==> src/rtl/whack_pkg.sv <==
// Shared definitions for the whack-a-mole game controller: FSM state
// encoding, the bit fields taken from the PRBS word, and the hole-wrap helper.
package whack_pkg;

    typedef enum logic [1:0] {
        IDLE = 2'd0,
        PICK = 2'd1,
        GAP  = 2'd2,
        UP   = 2'd3
    } state_t;

    localparam int HOLE_LSB = 0;
    localparam int GAP_LSB  = 4;
    localparam int LIFE_LSB = 8;
    localparam int FIELD_W  = 4;

    // Folds a 4-bit random value into 0..numHoles-1. numHoles is at least 8,
    // so a single subtraction is always enough.
    function automatic logic [3:0] wrapHole(input logic [3:0] raw, input int numHoles);
        logic [4:0] wide;
        wide = {1'b0, raw};
        if (wide >= 5'(numHoles)) begin
            wide = wide - 5'(numHoles);
        end
        return wide[3:0];
    endfunction

endpackage

==> src/rtl/mole_tick_timer.sv <==
// Loadable down-counter advanced by the game tick. "last" flags the tick on
// which the count leaves 1, i.e. the tick that ends the interval. The count
// saturates at 0 and is only ever reloaded through load.
module mole_tick_timer #(
    parameter int W = 5
) (
    input  logic         clk,
    input  logic         rst,
    input  logic         load,
    input  logic [W-1:0] loadValue,
    input  logic         tick,
    output logic         last
);

    logic [W-1:0] count;

    // Reload on request, otherwise count down once per tick until empty.
    always_ff @(posedge clk or negedge rst) begin
        if (!rst) begin
            count <= '0;
        end else if (load) begin
            count <= loadValue;
        end else if (tick && (count != '0)) begin
            count <= count - W'(1);
        end
    end

    assign last = tick && (count == W'(1));

endmodule

==> src/rtl/mole_spawner.sv <==
// Game-control stage fed by the 16-bit PRBS generator. Each round it requests
// one PRBS shift, picks a hole, waits a random gap, lights the mole for a
// random lifetime and scores the round as a hit or a miss.
// Optional build macro: NO_REPEAT_EN -- when defined, a hole never repeats
// in two consecutive rounds (a repeat is bumped to the next hole, wrapping).
module mole_spawner
    import whack_pkg::*;
#(
    parameter int NUM_HOLES = 9,
    parameter int GAP_MIN   = 4,
    parameter int UP_MIN    = 8
) (
    input  logic                 clk,
    input  logic                 rst,
    input  logic                 enable,
    input  logic                 tick,
    input  logic [15:0]          rand_seq,
    output logic                 shift_en,
    input  logic [NUM_HOLES-1:0] whack,
    output logic [NUM_HOLES-1:0] mole_onehot,
    output logic                 hit,
    output logic                 miss
);

    localparam int GAP_W  = $clog2(GAP_MIN + 16);
    localparam int LIFE_W = $clog2(UP_MIN + 16);

    state_t      state;
    logic [3:0]  holeReg;
    logic [3:0]  rawHole;
    logic [3:0]  pickHole;
    logic        pickNow;
    logic        gapTick;
    logic        lifeTick;
    logic        gapLast;
    logic        lifeLast;
    logic        hitNow;
    logic [GAP_W-1:0]  gapLoad;
    logic [LIFE_W-1:0] lifeLoad;

    // The top nibble of the PRBS word carries no game field.
    wire unusedRandHigh = ^rand_seq[15:12];

`ifdef NO_REPEAT_EN
    logic [3:0] prevHole;
`endif

    assign pickNow  = enable && (state == PICK);
    assign gapTick  = enable && tick && (state == GAP);
    assign lifeTick = enable && tick && (state == UP);
    assign hitNow   = (state == UP) && (|(whack & mole_onehot));

    assign gapLoad  = GAP_W'(GAP_MIN)  + GAP_W'(rand_seq[GAP_LSB +: FIELD_W]);
    assign lifeLoad = LIFE_W'(UP_MIN)  + LIFE_W'(rand_seq[LIFE_LSB +: FIELD_W]);

    // Hole selection from the current PRBS word, with optional repeat avoidance.
    always_comb begin
        rawHole  = wrapHole(rand_seq[HOLE_LSB +: FIELD_W], NUM_HOLES);
        pickHole = rawHole;
`ifdef NO_REPEAT_EN
        if (rawHole == prevHole) begin
            pickHole = (rawHole == 4'(NUM_HOLES - 1)) ? 4'd0 : rawHole + 4'd1;
        end
`endif
    end

    mole_tick_timer #(
        .W(GAP_W)
    ) gapTimer (
        .clk       (clk),
        .rst       (rst),
        .load      (pickNow),
        .loadValue (gapLoad),
        .tick      (gapTick),
        .last      (gapLast)
    );

    mole_tick_timer #(
        .W(LIFE_W)
    ) lifeTimer (
        .clk       (clk),
        .rst       (rst),
        .load      (pickNow),
        .loadValue (lifeLoad),
        .tick      (lifeTick),
        .last      (lifeLast)
    );

    // Round sequencing and all registered outputs; a hit outranks an expiring tick.
    always_ff @(posedge clk or negedge rst) begin
        if (!rst) begin
            state       <= IDLE;
            holeReg     <= '0;
            shift_en    <= 1'b0;
            mole_onehot <= '0;
            hit         <= 1'b0;
            miss        <= 1'b0;
        end else begin
            shift_en <= 1'b0;
            hit      <= 1'b0;
            miss     <= 1'b0;
            if (!enable) begin
                state       <= IDLE;
                mole_onehot <= '0;
            end else begin
                case (state)
                    IDLE: begin
                        state    <= PICK;
                        shift_en <= 1'b1;
                    end
                    PICK: begin
                        holeReg <= pickHole;
                        state   <= GAP;
                    end
                    GAP: begin
                        if (gapLast) begin
                            state       <= UP;
                            mole_onehot <= NUM_HOLES'(1) << holeReg;
                        end
                    end
                    UP: begin
                        if (hitNow) begin
                            hit         <= 1'b1;
                            mole_onehot <= '0;
                            state       <= PICK;
                            shift_en    <= 1'b1;
                        end else if (lifeLast) begin
                            miss        <= 1'b1;
                            mole_onehot <= '0;
                            state       <= PICK;
                            shift_en    <= 1'b1;
                        end
                    end
                    default: begin
                        state <= IDLE;
                    end
                endcase
            end
        end
    end

`ifdef NO_REPEAT_EN
    // Remembers the hole of the round just picked.
    always_ff @(posedge clk or negedge rst) begin
        if (!rst) begin
            prevHole <= '0;
        end else if (pickNow) begin
            prevHole <= pickHole;
        end
    end
`endif

endmodule

==> config.mk <==
export PLATFORM = sky130hd
export DESIGN_NAME = mole_spawner
export DESIGN_NICKNAME = d
export VERILOG_FILES = /design/src/rtl/whack_pkg.sv /design/src/rtl/mole_tick_timer.sv /design/src/rtl/mole_spawner.sv
export SDC_FILE = /design/constraint.sdc
export NUM_CORES = 1
export LEC_CHECK = 0
export BUFFER_PORTS_ARGS = -buffer_cell sky130_fd_sc_hd__buf_4
export CAP_MARGIN = 20
export CORE_MARGIN = 1.5
export CORE_UTILIZATION = 38
export CTS_CLUSTER_SIZE = 8
export DETAILED_ROUTE_END_ITERATION = 8
export HOLD_SLACK_MARGIN = 0.15
export SLEW_MARGIN = 0
export SYNTH_ARGS = -nofsm -noshare
export SYNTH_HDL_FRONTEND = slang
export SYNTH_SLANG_ARGS = --single-unit
==> constraint.sdc <==
create_clock -name clk -period 1.8 [get_ports clk]
set_input_delay 0 -clock clk [delete_from_list [all_inputs] [get_ports clk]]
set_output_delay 0 -clock clk [all_outputs]
set_load 0.005 [all_outputs]
==> results of run 1 <==
[power breakdown]
part / internal (W) / leakage, nW / switching, W
logic: 0.000651 / 0.718 / 0.000658
clock network: 0.000298 / 0.0357 / 0.000198
registers: 0.000864 / 0.354 / 0.000240
total: 0.00181 / 1.11 / 0.00110
[cells in the mapped netlist, drive strengths merged, types with 2 or more instances]
| cell type | instances |
|---|---|
| a21oi | 9 |
| a22oi | 3 |
| a31oi | 3 |
| and3 | 2 |
| buf | 3 |
| clkbuf | 3 |
| dfrtp | 28 |
| ha | 14 |
| inv | 8 |
| mux2 | 4 |
| mux2i | 3 |
| nand2 | 17 |
| nand2b | 5 |
| nand3 | 3 |
| nor2 | 12 |
| nor3 | 7 |
| o21ai | 15 |
| o31ai | 2 |
| o41ai | 7 |
| or4 | 2 |
| xnor2 | 3 |
| xor2 | 5 |
[flip-flops by register name, summed over array words and instances (netlist names)]
name,count
shift_en,1
holeReg,4
lifeTimer.count,5
miss,1
gapTimer.count,5
state,2
mole_onehot,9
hit,1
[worst register-to-register path: stages (launching register included)]
cell	delay (ns)
dfrtp_1	0.42
a222oi_1	0.31
and3_2	0.27
a21oi_1	0.07
dlygate4sd3_1	0.56
[layout by cell type, fill, tap and decap left out, types with 3 or more instances in the layout]
cell type      instances
buf_4                 50
dfrtp_1               27
dlygate4sd3_1         19
nand2_1               16
o21ai_0               14
ha_1                  12
nor2_1                11
inv_1                  8
a21oi_1                7
nor3_1                 5
nand2b_1               5
o41ai_2                5
xor2_1                 5
a22oi_1                3
a31oi_1                3
xnor2_1                3
mux2i_1                3
clkbuf_8               3
[metal layers]
layer,GRT usage,part of all wire,wire length (um),vias to the layer above
li1,-,-,-,722
met1,0.2071,0.45,1719,668
met2,0.3161,0.51,1936,25
met3,0.03409,0.027,102,2
met4,0.03676,0.0071,27,0
met5,0,0,0,-
[worst max path at each step]
| stage | end | startpoint | cells past startpoint | slack, ns |
|---|---|---|---|---|
| floorplan | gapTimer.count[4]$_DFFE_PN0P_ | state[0]$_DFFE_PN0P_ | 7 | 0.12 |
| global placement | gapTimer.count[4]$_DFFE_PN0P_ | state[0]$_DFFE_PN0P_ | 7 | 0.07 |
| detailed placement | gapTimer.count[4]$_DFFE_PN0P_ | state[0]$_DFFE_PN0P_ | 7 | -0.007 |
| CTS | mole_onehot[1]$_DFFE_PN0P_ | lifeTimer.count[3]$_DFFE_PN0P_ | 5 | 0.05 |
| global route | mole_onehot[5]$_DFFE_PN0P_ | lifeTimer.count[3]$_DFFE_PN0P_ | 6 | -0.01 |
| finish | hit$_DFF_PN0_ | mole_onehot[0]$_DFFE_PN0P_ | 4 | 0.07 |
[cell families (layout without fill, tap and decap cells)]
logic type               after synthesis  after routing  synth area share
AO/OA/AOI/OAI                         42             42            0.1651
AND/OR/NAND/NOR                       53             53            0.1705
flip-flops                            28             28            0.4262
adder cells (fa/ha/maj)               14             14            0.1065
buffers and inverters                 14             81           0.04338
multiplexers                           7              7           0.04566
XOR/XNOR                               8              8           0.04262
[metrics by stage]
stage / std cells / total power (W) / setup TNS, ns / setup WS, ns
2_1_floorplan: 166 / 0.001849 / 0 / 0.1220
3_3_place_gp: 257 / 0.002230 / 0 / 0.07030
3_5_place_dp: 257 / 0.002301 / -0.006747 / -0.006747
4_1_cts: 281 / 0.002845 / 0 / 0.05207
5_1_grt: 283 / 0.003146 / -0.02138 / -0.01457
6_report: 283 / 0.002909 / 0 / 0.07088
[what timing repair did]
| action | 4_1_cts | 5_1_grt |
|---|---|---|
| endpoints found under the setup margin | 1 | 10 |
| pin swaps | 0 | 2 |
| hold buffers | 19 | 0 |
| endpoints found under the hold margin | 47 | 0 |
| setup buffers | 1 | 2 |
| gates resized for setup | 0 | 11 |
[final cells by class]
| class | instances | area [sq um] | share of cell area |
|---|---|---|---|
| Clock buffer | 3 | 41.29 | 0.01753 |
| Clock inverter | 1 | 30.03 | 0.01275 |
| Inverter | 8 | 30.03 | 0.01275 |
| Multi-Input combinational cell | 124 | 924.6 | 0.3925 |
| Sequential cell | 28 | 701.9 | 0.2979 |
| Tap cell | 50 | 62.56 | 0.02655 |
| Timing Repair Buffer | 69 | 565.5 | 0.2400 |
==> flow_summary.ini, run 1 <==
[critical_path]
worstPathArrival_ns = 1.90
cp_slowest_cell = dlygate4sd3_1
start_kind = register
path_class = reg2reg
crit_buf_inv = 1
reg2reg_to = hit$_DFF_PN0_
end_kind = register
required_ns = 1.97
crit_chain = a222oi_1, and3_2, a21oi_1, dlygate4sd3_1
crit_fanout = 3
timing.rr.start = mole_onehot[0]$_DFFE_PN0P_
r2r_cells = 4
max_stage_delay_ns = 0.56
path_delay_family = buffers and inverters
regToRegSetupSlack_ns = 0.07

[sta]
fin_skew_ns = 0.006298
setup_viol = 0
hold_violations = 0
min_period_ns = 1.729
slew_headroom = 0.7529
period_share = 0.9606
max_freq_ghz = 0.5783
worstMarginPinSlew_ns = 0.3668
slew_violations = 0
hold_slack_ns = 0.1661

[die]
fp.dieW_um = 68.78
die_area_sq_um = 4730
die_height_um = 68.78
coreArea_sq_um = 4086
start_util = 0.4023
num_io_pins = 41
rows = 23

[routing]
route.detailed.drc = 0
routedWlPerCell_um = 13.38
drtIter0Drc = 55
vias = 1417
drtAntennaViolNets = 0
wirelength_um = 3787
drt_first_pass_iters = 4
vias_per_cell = 5.007

[logic_synthesis]
syn_nets = 209
synth_edf_count = 0
synth.area.top_cells = dfrtp_1 43%, ha_1 11%, o21ai_0 4.6%, o41ai_1 3.7%, nand2_1 3.7%
ys_types = 38
seq_area_frac_synth = 0.4262
netlist_area_sq_um = 1644
ys_ff_latch = 28
synthFlopType = dfrtp_1
synth.top_cell.area_share = 0.4262
yosysTopAreaCell = dfrtp_1
syn_inst = 166
avgSynthCellArea_sq_um = 9.904
synth-async-reset-ratio = 1.000
yosysWarningCount = 0

[cts]
clock_path_buffers = 2
cts_tree = done
clk_latency_ns = 0.28
htree_levels = 1
cts_num_sinks = 28
cts_inserted_buffers = 3
cts_root_buffer = clkbuf_8
path_clk_slew_ns = 0.10

[pwr]
p_per_area_nw_per_um2 = 1235
ir_worst_vdd_mv = 0.5547
p_leak_nw = 1.108

[run]
drv_cap = 0

[grt]
grt_overflow = 0
antenna_found_initial = 0
grt_pass1_wl_um = 6134
grt_pass1_vias = 1422
grt_usage = 0.1722
grt_max_degree = 29

[placement]
place_area_sq_um = 2018
port_buffers = 36
gp_congestion = 0.7970
hpwlAfterDp_um = 2738

[cells_and_area]
nets = 277
utilization = 0.5765
area_delta_synth_final_pct = 43.30
fill_cells = 363
final_design_area_no_fill_sq_um = 2356
drive_gt1_frac = 0.3176
diodes = 0

[hold_path]
hold_class = in2async

[run_status]
outcome = finished clean
(Power assumes the default switching activity.)
==> inputs of run 2 (changes only) <==
--- a/config.mk
+++ b/config.mk
@@ -8,10 +8,12 @@
 export BUFFER_PORTS_ARGS = -buffer_cell sky130_fd_sc_hd__buf_4
 export CAP_MARGIN = 20
 export CORE_MARGIN = 1.5
-export CORE_UTILIZATION = 38
+export CORE_UTILIZATION = 47
 export CTS_CLUSTER_SIZE = 8
 export DETAILED_ROUTE_END_ITERATION = 8
+export GPL_ROUTABILITY_DRIVEN = 0
 export HOLD_SLACK_MARGIN = 0.15
+export PLACE_DENSITY = 0.75
 export SLEW_MARGIN = 0
 export SYNTH_ARGS = -nofsm -noshare
 export SYNTH_HDL_FRONTEND = slang
==> flow_summary.ini, run 2 (same netlist as run 1, synthesis figures left out) <==
[run_status]
outcome = finished clean

[run]
drv_cap = 0

[die]
rows = 21
fp.dieW_um = 62.15
die_area_sq_um = 3862
coreArea_sq_um = 3337
num_io_pins = 41
start_util = 0.4927
die_height_um = 62.15

[cells_and_area]
layout_common_cells = 46 x buf_4, 27 x dfrtp_1, 20 x dlygate4sd3_1, 16 x nand2_1, 12 x ha_1
final_common_cell = buf_4
diodes = 0
multi_input_area_sq_um = 950.9
largest_reg_flops = 9
seqCellArea_sq_um = 701.9
drive_gt1_frac = 0.3103
nets = 276
regMostFlops = mole_onehot
final_design_area_no_fill_sq_um = 2354
reg_top3 = mole_onehot: 9 flops, gapTimer.count: 5 flops, lifeTimer.count: 5 flops
area_delta_synth_final_pct = 43.15
fill_cells = 239
utilization = 0.7053

[sta]
setup_viol = 0
fin_skew_ns = 0.006154
worstMarginPinSlew_ns = 0.3622
grt_setup_unrepaired = true
hold_violations = 0
period_share = 0.9700
slew_headroom = 0.7560
hold_slack_ns = 0.1795
max_freq_ghz = 0.5727
slew_violations = 0
min_period_ns = 1.746

[pwr]
p_per_area_nw_per_um2 = 1170
power_w = 0.002754
p_leak_nw = 1.096
ir_worst_vdd_mv = 0.7050

[critical_path]
start_kind = register
crit_fanout = 14
path_class = reg2reg
end_kind = register
worstPathArrival_ns = 1.97
r2r_cells = 8
regToRegSetupSlack_ns = 0.05
required_ns = 2.02

[hold_path]
hold_class = in2reg
min_path_cells = 5

[routing]
vias_per_cell = 5.417
drtAntennaViolNets = 0
drt_first_pass_iters = 6
routedWlPerCell_um = 14.62
vias = 1506
wirelength_um = 4063
drtIter0Drc = 89
route.detailed.drc = 0

[grt]
antenna_found_initial = 0
grt_pass1_wl_um = 6589
grt_overflow = 0
grt_max_degree = 29
grt_pass1_vias = 1505
grt_usage = 0.2104

[cts]
cts_num_sinks = 28
path_clk_slew_ns = 0.15
cts_root_buffer = clkbuf_4
clock_path_buffers = 2
clk_latency_ns = 0.33
cts_tree = done
htree_levels = 1
cts_inserted_buffers = 3

[placement]
port_buffers = 36
place_area_sq_um = 1998
hpwlAfterDp_um = 2696
-- run 2: path summary, 6_finish.rpt --
path | endpoint | startpoint
min in group asynchronous | shift_en$_DFF_PN0_ | rst
hold / removal | miss$_DFF_PN0_ | whack[8]
max in group asynchronous | lifeTimer.count[3]$_DFFE_PN0P_ | rst
setup / recovery | mole_onehot[1]$_DFFE_PN0P_ | state[0]$_DFFE_PN0P_
setup reg to reg | mole_onehot[1]$_DFFE_PN0P_ | state[0]$_DFFE_PN0P_
hold reg to reg | holeReg[2]$_DFFE_PN0P_ | holeReg[2]$_DFFE_PN0P_
-- run 2: report_power, final --
part	leakage, nW	internal [W]	total (W)	switching, W
logic	0.720	0.000632	0.00130	0.000664
clock network	0.0210	0.000124	0.000312	0.000188
registers	0.354	0.000862	0.00115	0.000284
-- run 2: per-layer routing --
layer  share of wire  wire, um  vias up  GRT usage
met5               0         0        -          0
met4           0.013        54        0    0.05278
met3           0.024        98        9    0.03080
met2            0.53      2164       33     0.3886
met1            0.43      1745      734     0.2577
li1                -         -      730          -
-- run 2: worst max-delay path, cell delays in order (launching register included) --
cell     delay [ns]
dfrtp_1        0.47
inv_1          0.09
ha_2           0.21
nand2_1        0.06
a31oi_1        0.05
a31o_1         0.24
buf_6          0.17
o21ai_0        0.23
o41ai_2        0.11
-- run 2: repair_timing --
item,in CTS,in global routing
buffers inserted,1,1
hold buffers,21,0
endpoints found under the hold margin,47,0
resized for setup,1,17
pin swaps,0,1
setup endpoints to repair,1,13
-- run 2: area by class of cell --
class,instances,share of cell area
clock buffer,4,0.01542
tap,46,0.02446
multi-input combinational,124,0.4040
sequential,28,0.2982
timing repair buffer,68,0.2451
inverter,8,0.01276
-- run 2: metrics by stage --
step           std cells  setup TNS, ns  worst slack (ns)
6_report             278              0           0.05403
5_1_grt              278        -0.1556          -0.04384
4_1_cts              277              0          0.006236
3_5_place_dp         251              0           0.02693
3_3_place_gp         251              0            0.1122
2_1_floorplan        166              0            0.1220
